## src/rtl/rename_pkg.sv

```systemverilog
// ---------------------------------------------------------------------------
// rename_pkg
// Shared rename-stage definitions used by the freelist, the rename table and
// the physical-register release queue.
//   NUM_PREGS / PREG_W : physical register count and number width
//   preg_t             : physical register number
//   RELQ_DEPTH         : default release-queue depth
//   relq_ptr_t         : release-queue head/tail pointer at default depth
//   relq_min2()        : clamps an entry count to the 0..2 offer width
// ---------------------------------------------------------------------------
package rename_pkg;

  localparam int NUM_PREGS  = 64;
  localparam int PREG_W     = $clog2(NUM_PREGS);
  localparam int RELQ_DEPTH = 8;
  localparam int RELQ_PTR_W = $clog2(RELQ_DEPTH);

  typedef logic [PREG_W-1:0]     preg_t;
  typedef logic [RELQ_PTR_W-1:0] relq_ptr_t;

  // Number of entries that can be offered in one cycle: min(n, 2).
  function automatic logic [1:0] relq_min2(input int unsigned n);
    logic [1:0] r;
    if (n >= 32'd2) begin
      r = 2'd2;
    end else begin
      r = n[1:0];
    end
    return r;
  endfunction

endpackage

```

## src/rtl/preg_pending_mask.sv

```systemverilog
// ---------------------------------------------------------------------------
// preg_pending_mask
// One bit per physical register marking "currently queued for release".
// Used by preg_release_queue to drop duplicate releases.
// Ports:
//   clk, reset_n             clock, asynchronous active-low reset
//   clr_valid_1/2, clr_preg_1/2   pregs leaving the queue this cycle
//   set_valid_1/2, set_preg_1/2   pregs entering the queue this cycle
//   query_preg_1/2           pregs being released this cycle
//   query_hit_1/2            queried preg is pending and not leaving now
// A preg that leaves and is re-released in the same cycle is not a hit,
// and the mask applies clears before sets so it ends up pending again.
// ---------------------------------------------------------------------------
module preg_pending_mask #(
  parameter int  NUM_PREGS = rename_pkg::NUM_PREGS,
  localparam int PW        = $clog2(NUM_PREGS)
) (
  input  logic          clk,
  input  logic          reset_n,
  input  logic          clr_valid_1,
  input  logic [PW-1:0] clr_preg_1,
  input  logic          clr_valid_2,
  input  logic [PW-1:0] clr_preg_2,
  input  logic          set_valid_1,
  input  logic [PW-1:0] set_preg_1,
  input  logic          set_valid_2,
  input  logic [PW-1:0] set_preg_2,
  input  logic [PW-1:0] query_preg_1,
  input  logic [PW-1:0] query_preg_2,
  output logic          query_hit_1,
  output logic          query_hit_2
);

  logic [NUM_PREGS-1:0] mask_r;
  logic [NUM_PREGS-1:0] clr_vec_s;
  logic [NUM_PREGS-1:0] set_vec_s;
  logic [NUM_PREGS-1:0] mask_next_s;

  // Pending lookup with this cycle's dequeues already removed.
  always_comb begin
    query_hit_1 = mask_r[query_preg_1]
                  && !(clr_valid_1 && (clr_preg_1 == query_preg_1))
                  && !(clr_valid_2 && (clr_preg_2 == query_preg_1));
    query_hit_2 = mask_r[query_preg_2]
                  && !(clr_valid_1 && (clr_preg_1 == query_preg_2))
                  && !(clr_valid_2 && (clr_preg_2 == query_preg_2));
  end

  // Next mask: clear dequeued pregs first, then set enqueued ones.
  always_comb begin
    clr_vec_s = '0;
    set_vec_s = '0;
    clr_vec_s[clr_preg_1] = clr_vec_s[clr_preg_1] | clr_valid_1;
    clr_vec_s[clr_preg_2] = clr_vec_s[clr_preg_2] | clr_valid_2;
    set_vec_s[set_preg_1] = set_vec_s[set_preg_1] | set_valid_1;
    set_vec_s[set_preg_2] = set_vec_s[set_preg_2] | set_valid_2;
    mask_next_s = (mask_r & ~clr_vec_s) | set_vec_s;
  end

  // Mask register.
  always_ff @(posedge clk or negedge reset_n) begin
    if (!reset_n) begin
      mask_r <= '0;
    end else begin
      mask_r <= mask_next_s;
    end
  end

endmodule

```

## src/rtl/preg_release_queue.sv

```systemverilog
// ---------------------------------------------------------------------------
// preg_release_queue
// Deallocation side of the physical-register freelist. Buffers up to two
// released pregs per cycle from ROB commit in a circular FIFO and offers up
// to two per cycle back to the freelist.
// Ports:
//   clk, reset_n                  clock, asynchronous active-low reset
//   rel_valid_1/2, rel_preg_1/2   releases from commit slots (slot 1 older)
//   rel_ready                     room for two releases (registered state)
//   free_valid, free_count        offer present / number offered (0..2)
//   free_preg_1/2                 oldest / second-oldest queued preg
//   free_ready                    freelist takes everything offered
//   occupancy                     current entry count
//   overflow_err                  sticky: release arrived while not ready
//   dup_err (RELQ_DUP_CHECK_EN)   sticky: duplicate release was dropped
// Build option: define RELQ_DUP_CHECK_EN to add duplicate-release filtering.
// ---------------------------------------------------------------------------
module preg_release_queue #(
  parameter int  NUM_PREGS = rename_pkg::NUM_PREGS,
  parameter int  DEPTH     = rename_pkg::RELQ_DEPTH,
  localparam int PW        = $clog2(NUM_PREGS),
  localparam int AW        = $clog2(DEPTH),
  localparam int CW        = AW + 1
) (
  input  logic          clk,
  input  logic          reset_n,
  input  logic          rel_valid_1,
  input  logic [PW-1:0] rel_preg_1,
  input  logic          rel_valid_2,
  input  logic [PW-1:0] rel_preg_2,
  output logic          rel_ready,
  output logic          free_valid,
  output logic [1:0]    free_count,
  output logic [PW-1:0] free_preg_1,
  output logic [PW-1:0] free_preg_2,
  input  logic          free_ready,
  output logic [CW-1:0] occupancy,
`ifdef RELQ_DUP_CHECK_EN
  output logic          dup_err,
`endif
  output logic          overflow_err
);

  import rename_pkg::*;

  logic [PW-1:0] mem_r [DEPTH];
  logic [AW-1:0] head_r;
  logic [AW-1:0] tail_r;
  logic [CW-1:0] occ_r;
  logic          overflow_err_r;

  logic          rel_ready_s;
  logic          keep_1_s;
  logic          keep_2_s;
  logic [1:0]    n_in_s;
  logic          accept_s;
  logic [1:0]    n_in_acc_s;
  logic [1:0]    n_out_s;
  logic [AW-1:0] wr_idx_2_s;
  logic [1:0]    free_count_s;
  logic [PW-1:0] free_preg_1_s;
  logic [PW-1:0] free_preg_2_s;

  // Offer side: derived only from registered state, never from rel_* inputs.
  always_comb begin
    free_count_s = relq_min2(32'(occ_r));
    if (occ_r != '0) begin
      free_preg_1_s = mem_r[head_r];
    end else begin
      free_preg_1_s = '0;
    end
    if (occ_r >= CW'(2)) begin
      free_preg_2_s = mem_r[head_r + AW'(1)];
    end else begin
      free_preg_2_s = '0;
    end
    if (free_ready && (occ_r != '0)) begin
      n_out_s = free_count_s;
    end else begin
      n_out_s = 2'd0;
    end
  end

  // Two free slots guaranteed, so enqueue never touches entries being read.
  assign rel_ready_s = (occ_r <= CW'(DEPTH - 2));

`ifdef RELQ_DUP_CHECK_EN
  logic hit_1_s;
  logic hit_2_s;
  logic same_s;
  logic dup_seen_s;
  logic dup_err_r;

  preg_pending_mask #(
    .NUM_PREGS (NUM_PREGS)
  ) u_pending_mask (
    .clk          (clk),
    .reset_n      (reset_n),
    .clr_valid_1  (n_out_s != 2'd0),
    .clr_preg_1   (free_preg_1_s),
    .clr_valid_2  (n_out_s == 2'd2),
    .clr_preg_2   (free_preg_2_s),
    .set_valid_1  (accept_s && keep_1_s),
    .set_preg_1   (rel_preg_1),
    .set_valid_2  (accept_s && keep_2_s),
    .set_preg_2   (rel_preg_2),
    .query_preg_1 (rel_preg_1),
    .query_preg_2 (rel_preg_2),
    .query_hit_1  (hit_1_s),
    .query_hit_2  (hit_2_s)
  );

  // Drop releases already pending, and slot 2 when it repeats slot 1.
  always_comb begin
    same_s     = rel_valid_1 && rel_valid_2 && (rel_preg_1 == rel_preg_2);
    keep_1_s   = rel_valid_1 && !hit_1_s;
    keep_2_s   = rel_valid_2 && !hit_2_s && !same_s;
    dup_seen_s = (rel_valid_1 && hit_1_s) || (rel_valid_2 && (hit_2_s || same_s));
  end

  // Sticky duplicate-release flag.
  always_ff @(posedge clk or negedge reset_n) begin
    if (!reset_n) begin
      dup_err_r <= 1'b0;
    end else if (dup_seen_s) begin
      dup_err_r <= 1'b1;
    end
  end

  assign dup_err = dup_err_r;
`else
  // Every valid release is kept as-is.
  always_comb begin
    keep_1_s = rel_valid_1;
    keep_2_s = rel_valid_2;
  end
`endif

  // Enqueue control: compaction puts a lone slot-2 release at tail.
  always_comb begin
    n_in_s   = {1'b0, keep_1_s} + {1'b0, keep_2_s};
    accept_s = rel_ready_s && (n_in_s != 2'd0);
    if (accept_s) begin
      n_in_acc_s = n_in_s;
    end else begin
      n_in_acc_s = 2'd0;
    end
    if (keep_1_s) begin
      wr_idx_2_s = tail_r + AW'(1);
    end else begin
      wr_idx_2_s = tail_r;
    end
  end

  // Storage writes; contents need no reset because occupancy gates the reads.
  always_ff @(posedge clk) begin
    if (accept_s) begin
      if (keep_1_s) begin
        mem_r[tail_r] <= rel_preg_1;
      end
      if (keep_2_s) begin
        mem_r[wr_idx_2_s] <= rel_preg_2;
      end
    end
  end

  // Pointers, occupancy and sticky overflow flag.
  always_ff @(posedge clk or negedge reset_n) begin
    if (!reset_n) begin
      head_r         <= '0;
      tail_r         <= '0;
      occ_r          <= '0;
      overflow_err_r <= 1'b0;
    end else begin
      tail_r <= tail_r + AW'(n_in_acc_s);
      head_r <= head_r + AW'(n_out_s);
      occ_r  <= occ_r + CW'(n_in_acc_s) - CW'(n_out_s);
      if (!rel_ready_s && (n_in_s != 2'd0)) begin
        overflow_err_r <= 1'b1;
      end
    end
  end

  assign rel_ready    = rel_ready_s;
  assign free_valid   = (occ_r != '0);
  assign free_count   = free_count_s;
  assign free_preg_1  = free_preg_1_s;
  assign free_preg_2  = free_preg_2_s;
  assign occupancy    = occ_r;
  assign overflow_err = overflow_err_r;

endmodule

```

## config.mk

```make
export PLATFORM = sky130hd
export DESIGN_NAME = preg_release_queue
export DESIGN_NICKNAME = d
export VERILOG_FILES = /design/src/rtl/rename_pkg.sv /design/src/rtl/preg_pending_mask.sv /design/src/rtl/preg_release_queue.sv
export SDC_FILE = /design/constraint.sdc
export NUM_CORES = 1
export LEC_CHECK = 0
export ABC_AREA = 1
export CORE_MARGIN = 3
export CORE_UTILIZATION = 25
export CTS_CLUSTER_SIZE = 10
export DETAILED_ROUTE_END_ITERATION = 10
export DONT_BUFFER_PORTS = 1
export GPL_TIMING_DRIVEN = 0
export PLACE_DENSITY = 0.39
export SETUP_SLACK_MARGIN = 0.3
export SYNTH_ARGS = -nofsm -noshare
export SYNTH_HDL_FRONTEND = slang
export SYNTH_SLANG_ARGS = --single-unit
```

## constraint.sdc

```tcl
create_clock -name clk -period 3.1 [get_ports clk]
set_input_delay 0.62 -clock clk [delete_from_list [all_inputs] [get_ports clk]]
set_output_delay 0.62 -clock clk [all_outputs]
set_load 0.005 [all_outputs]
```

Word-level counts from Yosys, hierarchy flattened
Memories as Yosys holds them, arrays and structs flattened.
Index checks and enable logic that the tools add are counted.
{ "op_classes": {"mux": 12, "magnitude_cmp": 3, "add_sub_neg": 7, "n_eq_ne": 0, "div_mod_pow": 0, "n_shift": 0, "reduce_logical": 6, "n_bitwise": 0, "multipliers": 0} }
{ "ops": {"columns": ["operator", "count"], "rows": [
  ["6-bit 2-to-1 mux", 2],
  ["4-bit by 2-bit greater-or-equal comparator with 1-bit output (second input constant)", 2],
  ["3-bit by 1-bit adder with 3-bit output (second input constant)", 2],
  ["3-bit by 2-bit adder with 3-bit output", 2],
  ["1-bit 2-to-1 mux", 6],
  ["2-bit 2-to-1 mux", 3],
  ["4-bit by 2-bit adder with 4-bit output", 1],
  ["4-bit by 3-bit <= comparator with 1-bit output (second input constant)", 1],
  ["4-bit nonzero test", 1],
  ["4-bit by 2-bit subtractor with 4-bit output", 1],
  ["1-bit logical AND", 3],
  ["3-bit 2-to-1 mux", 1],
  ["1-bit by 1-bit adder with 2-bit output", 1],
  ["2-bit nonzero test", 1],
  ["1-bit zero test", 1]
]} }
{ "totals": {"input_bits": 17, "ram_bits": 48, "rom_bits": 0, "memories": 1, "regBits": 11, "out_inout_bits": 21, "latch_bits": 0} }
{ "mem_list": {"columns": ["name", "depth", "word_bits", "read_ports", "rd_clocked_by_memory_dff", "write_ports", "line", "source"], "rows": [
  ["mem_r", 8, 6, 2, 0, 2, "preg_release_queue.sv:46", "logic [PW-1:0] mem_r [DEPTH];"]
]} }

Logic depth before layout (Yosys ltp)
{ "depth": {"word_depth": 6, "ltp_mapped": 14} }

Least setup slack after synthesis
Ideal clock, no wire load.
{ "synth_timing": {"path_type": "input to register", "start": "input rel_valid_2", "end": "register occ_r[3] (netlist: occupancy[3])", "slack_ns": 0.449, "path_stages": 12, "required_time_ns": 2.978, "arrival_time_ns": 2.529, "path_buffers": 0, "setup_time_ns": 0.122, "path_cell_list": "inv_1 > ha_1 > inv_1 > nand3_2 > clkinv_1 > nand2_1 > fa_1 > inv_1 > ha_1 > nand3_1 > nand2_1 > xnor2_1"} }
{ "synth_via": {"elab_chain_len": 6} }
{ "synth_rtl": {"columns": ["element", "line", "source"], "rows": [
  ["start: declaration", "preg_release_queue.sv:29", "input logic rel_valid_2,"],
  ["1-bit by 1-bit adder with 2-bit output *", "preg_release_queue.sv:141", "n_in_s = {1'b0, keep_1_s} + {1'b0, keep_2_s};"],
  ["2-bit nonzero test", "preg_release_queue.sv:142", "accept_s = rel_ready_s && (n_in_s != 2'd0);"],
  ["1-bit logical AND", "preg_release_queue.sv:142", null],
  ["2-bit 2-to-1 mux *", "preg_release_queue.sv:143", "if (accept_s) begin"],
  ["4-bit by 2-bit adder with 4-bit output *", "preg_release_queue.sv:177", "occ_r <= occ_r + CW'(n_in_acc_s) - CW'(n_out_s);"],
  ["4-bit by 2-bit subtractor with 4-bit output *", "preg_release_queue.sv:177", null],
  ["end signal: assignment", "preg_release_queue.sv:177", null],
  ["end: declaration", "preg_release_queue.sv:49", "logic [CW-1:0] occ_r;"]
]} }
Mark *: on every way between the ends. The rest lies on a longest branch, timed or not.
A chain may end at the register's enable or synchronous reset.

Worst setup path after layout
{ "layout_timing": {"start": "register head_r[1]", "end": "output free_preg_2[1]"} }
{ "layout_via": {"elab_chain_len": 3} }
{ "layout_rtl": {"columns": ["element", "line", "source"], "rows": [
  ["start: declaration", "preg_release_queue.sv:47", "logic [AW-1:0] head_r;"],
  ["start signal: assignment", "preg_release_queue.sv:176", "head_r <= head_r + AW'(n_out_s);"],
  ["3-bit by 1-bit adder with 3-bit output", "preg_release_queue.sv:73", "free_preg_2_s = mem_r[head_r + AW'(1)];"],
  ["memory 8 x 6 bit", null, null],
  ["6-bit 2-to-1 mux", "preg_release_queue.sv:72", "if (occ_r >= CW'(2)) begin"],
  ["end: declaration", "preg_release_queue.sv:35", "output logic [PW-1:0] free_preg_2,"]
]} }
No other way between the ends.

==> impl_metrics.ini <==
[run_status]
outcome = completed

[power_and_ir_drop]
p_leak_nw = 2.26
clockPowerShare = 0.217
max-vdd-ir-drop_mv = 0.252
comb_power_share = 0.545
p_per_area_mw_per_mm2 = 1020
p_sw_mw = 2.37
p_int_mw = 2.64
p_seq_frac = 0.238
swShare = 0.473

[drt]
postRouteWirelength_um = 13600
drc = 0
initialDrtViolationCount = 375
ant_nets = 0
drtPass1Iterations = 5
via_per_inst = 4.73
wl_per_cell_um = 17.4
vias = 3694

[worst_setup_path]
rrSetupSlack_ps = 500
cp_data_required_time_ps = 2480
rr_startpoint = occupancy[3]
start_kind = flip-flop
crit_type = flip-flop to primary output
cp.arrival_ps = 2070
reg2reg_depth = 14
cp_max_fo = 10
reg2reg_to = occupancy[3]
crit_path_end_kind = primary output

[synth]
synthSimpleGateAreaFrac = 0.339
synth_edf_count = 48
synth_top_family_by_area = simple AND/OR/NAND/NOR gates
ys_ff_latch = 59
yosys.area_share.adder = 0.0541
synth.area.mux_share = 0
netlist_top_cells_count = nand2_1 (196), edfxtp_1 (48), inv_1 (48)
ys_seq_area_frac = 0.403
yosysWarnings = 0
async_reset_ff_frac = 0.186
synth_fp_nets = 577
syn_inst = 544
syn_avg_cell_area_um2 = 7.82
synth_area_mm2 = 0.00426
synth_compound_area_frac = 0.107
synth_top_area_cell = edfxtp_1
ys.flop_type = edfxtp_1
ys_types = 30
synth_xor_xnor_area_share = 0.0103
yosysMostFrequentCell = nand2_1
synth_top_area_frac = 0.339
ys_top_cells_by_area = edfxtp_1 (34%), nand2_1 (17%), dfrtp_1 (6.5%), nand3_1 (4.7%), o211ai_1 (4.4%)

[layout]
finalNetCount = 589
syn_to_final_growth_pct = 14.9
antenna_cells = 0
drive_gt1_frac = 0.160
final-instance-count-excl-fill = 781
fin_util = 0.294

[job]
drv_cap = 0

[global_route]
antenna_found_initial = 0
grt_util_all_layers = 0.154
grt_max_degree = 12
grt_overflow = 0
grt_pass1_vias = 3593
grt_pass1_wl_um = 21300

[clock_tree]
cts.path.max_buffers = 2
htree_levels = 3
clk_latency_ps = 330
cts_tree = yes
cts_buffers = 9
cts.root.buffer_cell = clkbuf_16
cts_sinks = 59
clk_pin_slew_ps = 50

[timing]
worstMarginPinSlew_ps = 558
slew_headroom = 0.628
tns_ps = 0
period_share = 0.866
hold_slack_ps = 502
hold_viol_final = 0
timing.fmax_mhz = 372
drv_slew = 0
layout_min_cycle_time_ps = 2690
skew_ps = 6.25
rsz0062_at_grt = yes
finalWorstSetupSlack_ps = 415
setup-violations-final = 0

[place]
io_buffers = 0
dp_hpwl_um = 10700
placed_cells = 764
post-place-ws_ps = 276
gp_congestion = 0.890

[floorplan]
die_h_um = 136
die_area_mm2 = 0.0186
start_util = 0.256
die_x_um = 136
io_pins = 38
placementRows = 47
core_mm2 = 0.0166

[worst_hold_path]
whs_path_depth = 1
hp-class = flip-flop to flip-flop
hp-start = overflow_err
min_to = overflow_err
-- stage by stage --
stage / area (um^2) / power (mW)
after floorplan: 4260 / 3.15
after global placement: 4530 / 3.84
after detailed placement: 4530 / 3.87
after CTS: 4870 / 5.00
after global routing: 4890 / 5.44
final: 4890 / 5.01
-- what timing repair did --
action,CTS,global route
gates resized for setup,3,12
hold endpoints to repair,11,0
setup buffers,0,0
setup endpoints to repair,9,11
pin swaps,0,4
hold buffers,1,0
-- cells in the final DEF (no fill, tap or decap), types with 2 or more instances in the layout --
master and instances:
fa_1 4, clkinvlp_4 2, clkbuf_2 7, o211ai_1 25
xnor2_1 4, o21ai_0 20, ha_1 12, nor2_2 2
nand3_4 6, inv_2 10, nand2_2 10, clkbuf_8 2
nand3_1 40, nand2_4 6, inv_1 46, o21ai_1 3
bufinv_16 2, clkbuf_16 9, clkinv_2 3, nor2_1 24
nor2_8 2, buf_4 2, edfxtp_1 48, nand3_2 2
dfrtp_1 10, nand2_1 195, nor2_4 8, clkbuf_1 6
a21oi_1 29, buf_2 14
-- critical path, stage by stage, from the launching register on --
cell	delay (ps)
dfrtp_2	430
ha_1	280
buf_4	160
inv_2	90
buf_4	180
a21oi_1	110
o21ai_0	140
a21oi_1	240
nor2_2	90
-- sequential cells by signal, summed over array words and instances (netlist names) --
signal        flops
head_r            3
tail_r            3
overflow_err      1
mem_r            48
occupancy         4
-- power groups by stage --
stage               Sequential (mW)  Clock, mW  Combinational (mW)
floorplan                      1.15          0                2.00
global placement               1.20          0                2.64
detailed placement             1.20          0                2.67
CTS                            1.19       1.11                2.70
global route                   1.21       1.15                3.08
finish                         1.19       1.09                2.73
-- worst max path at each step --
| stage | depth (start not counted) | from | endpoint | slack [ps] |
|---|---|---|---|---|
| CTS | 8 | head_r[1] | free_preg_2[1] | 340 |
| global placement | 9 | rel_valid_2 | occupancy[2] | 270 |
| detailed placement | 9 | rel_valid_2 | occupancy[2] | 280 |
| global route | 8 | head_r[0] | free_preg_2[5] | 270 |
| finish | 8 | head_r[1] | free_preg_2[1] | 410 |
| floorplan | 12 | rel_valid_2 | occupancy[3] | 450 |
-- logic make-up after synthesis --
family,Yosys count
adders and majority gates,16
DFF,59
AOI/OAI and AO/OA,78
buffers and inverters,89
and+or+nand+nor,297
xor gates and xnor gates,5
-- per-layer routing --
metal / global-route usage / share of wire / up-vias
met3: 0.0355 / 0.057 / 20
met1: 0.223 / 0.49 / 1756
met2: 0.225 / 0.43 / 124
li1: - / - / 1794
met5: 0 / 0 / -
met4: 0.0493 / 0.020 / 0
-- final cells by class --
type / instances / area (um^2)
Clock inverter: 5 / 75.1
Sequential cell: 59 / 1720
Fill cell: 1773 / 11800
Multi-Input combinational cell: 396 / 2180
Inverter: 58 / 225
Tap cell: 220 / 275
Clock buffer: 11 / 253
Buffer: 31 / 158
Timing Repair Buffer: 1 / 10.0
(Power assumes the default switching activity.)
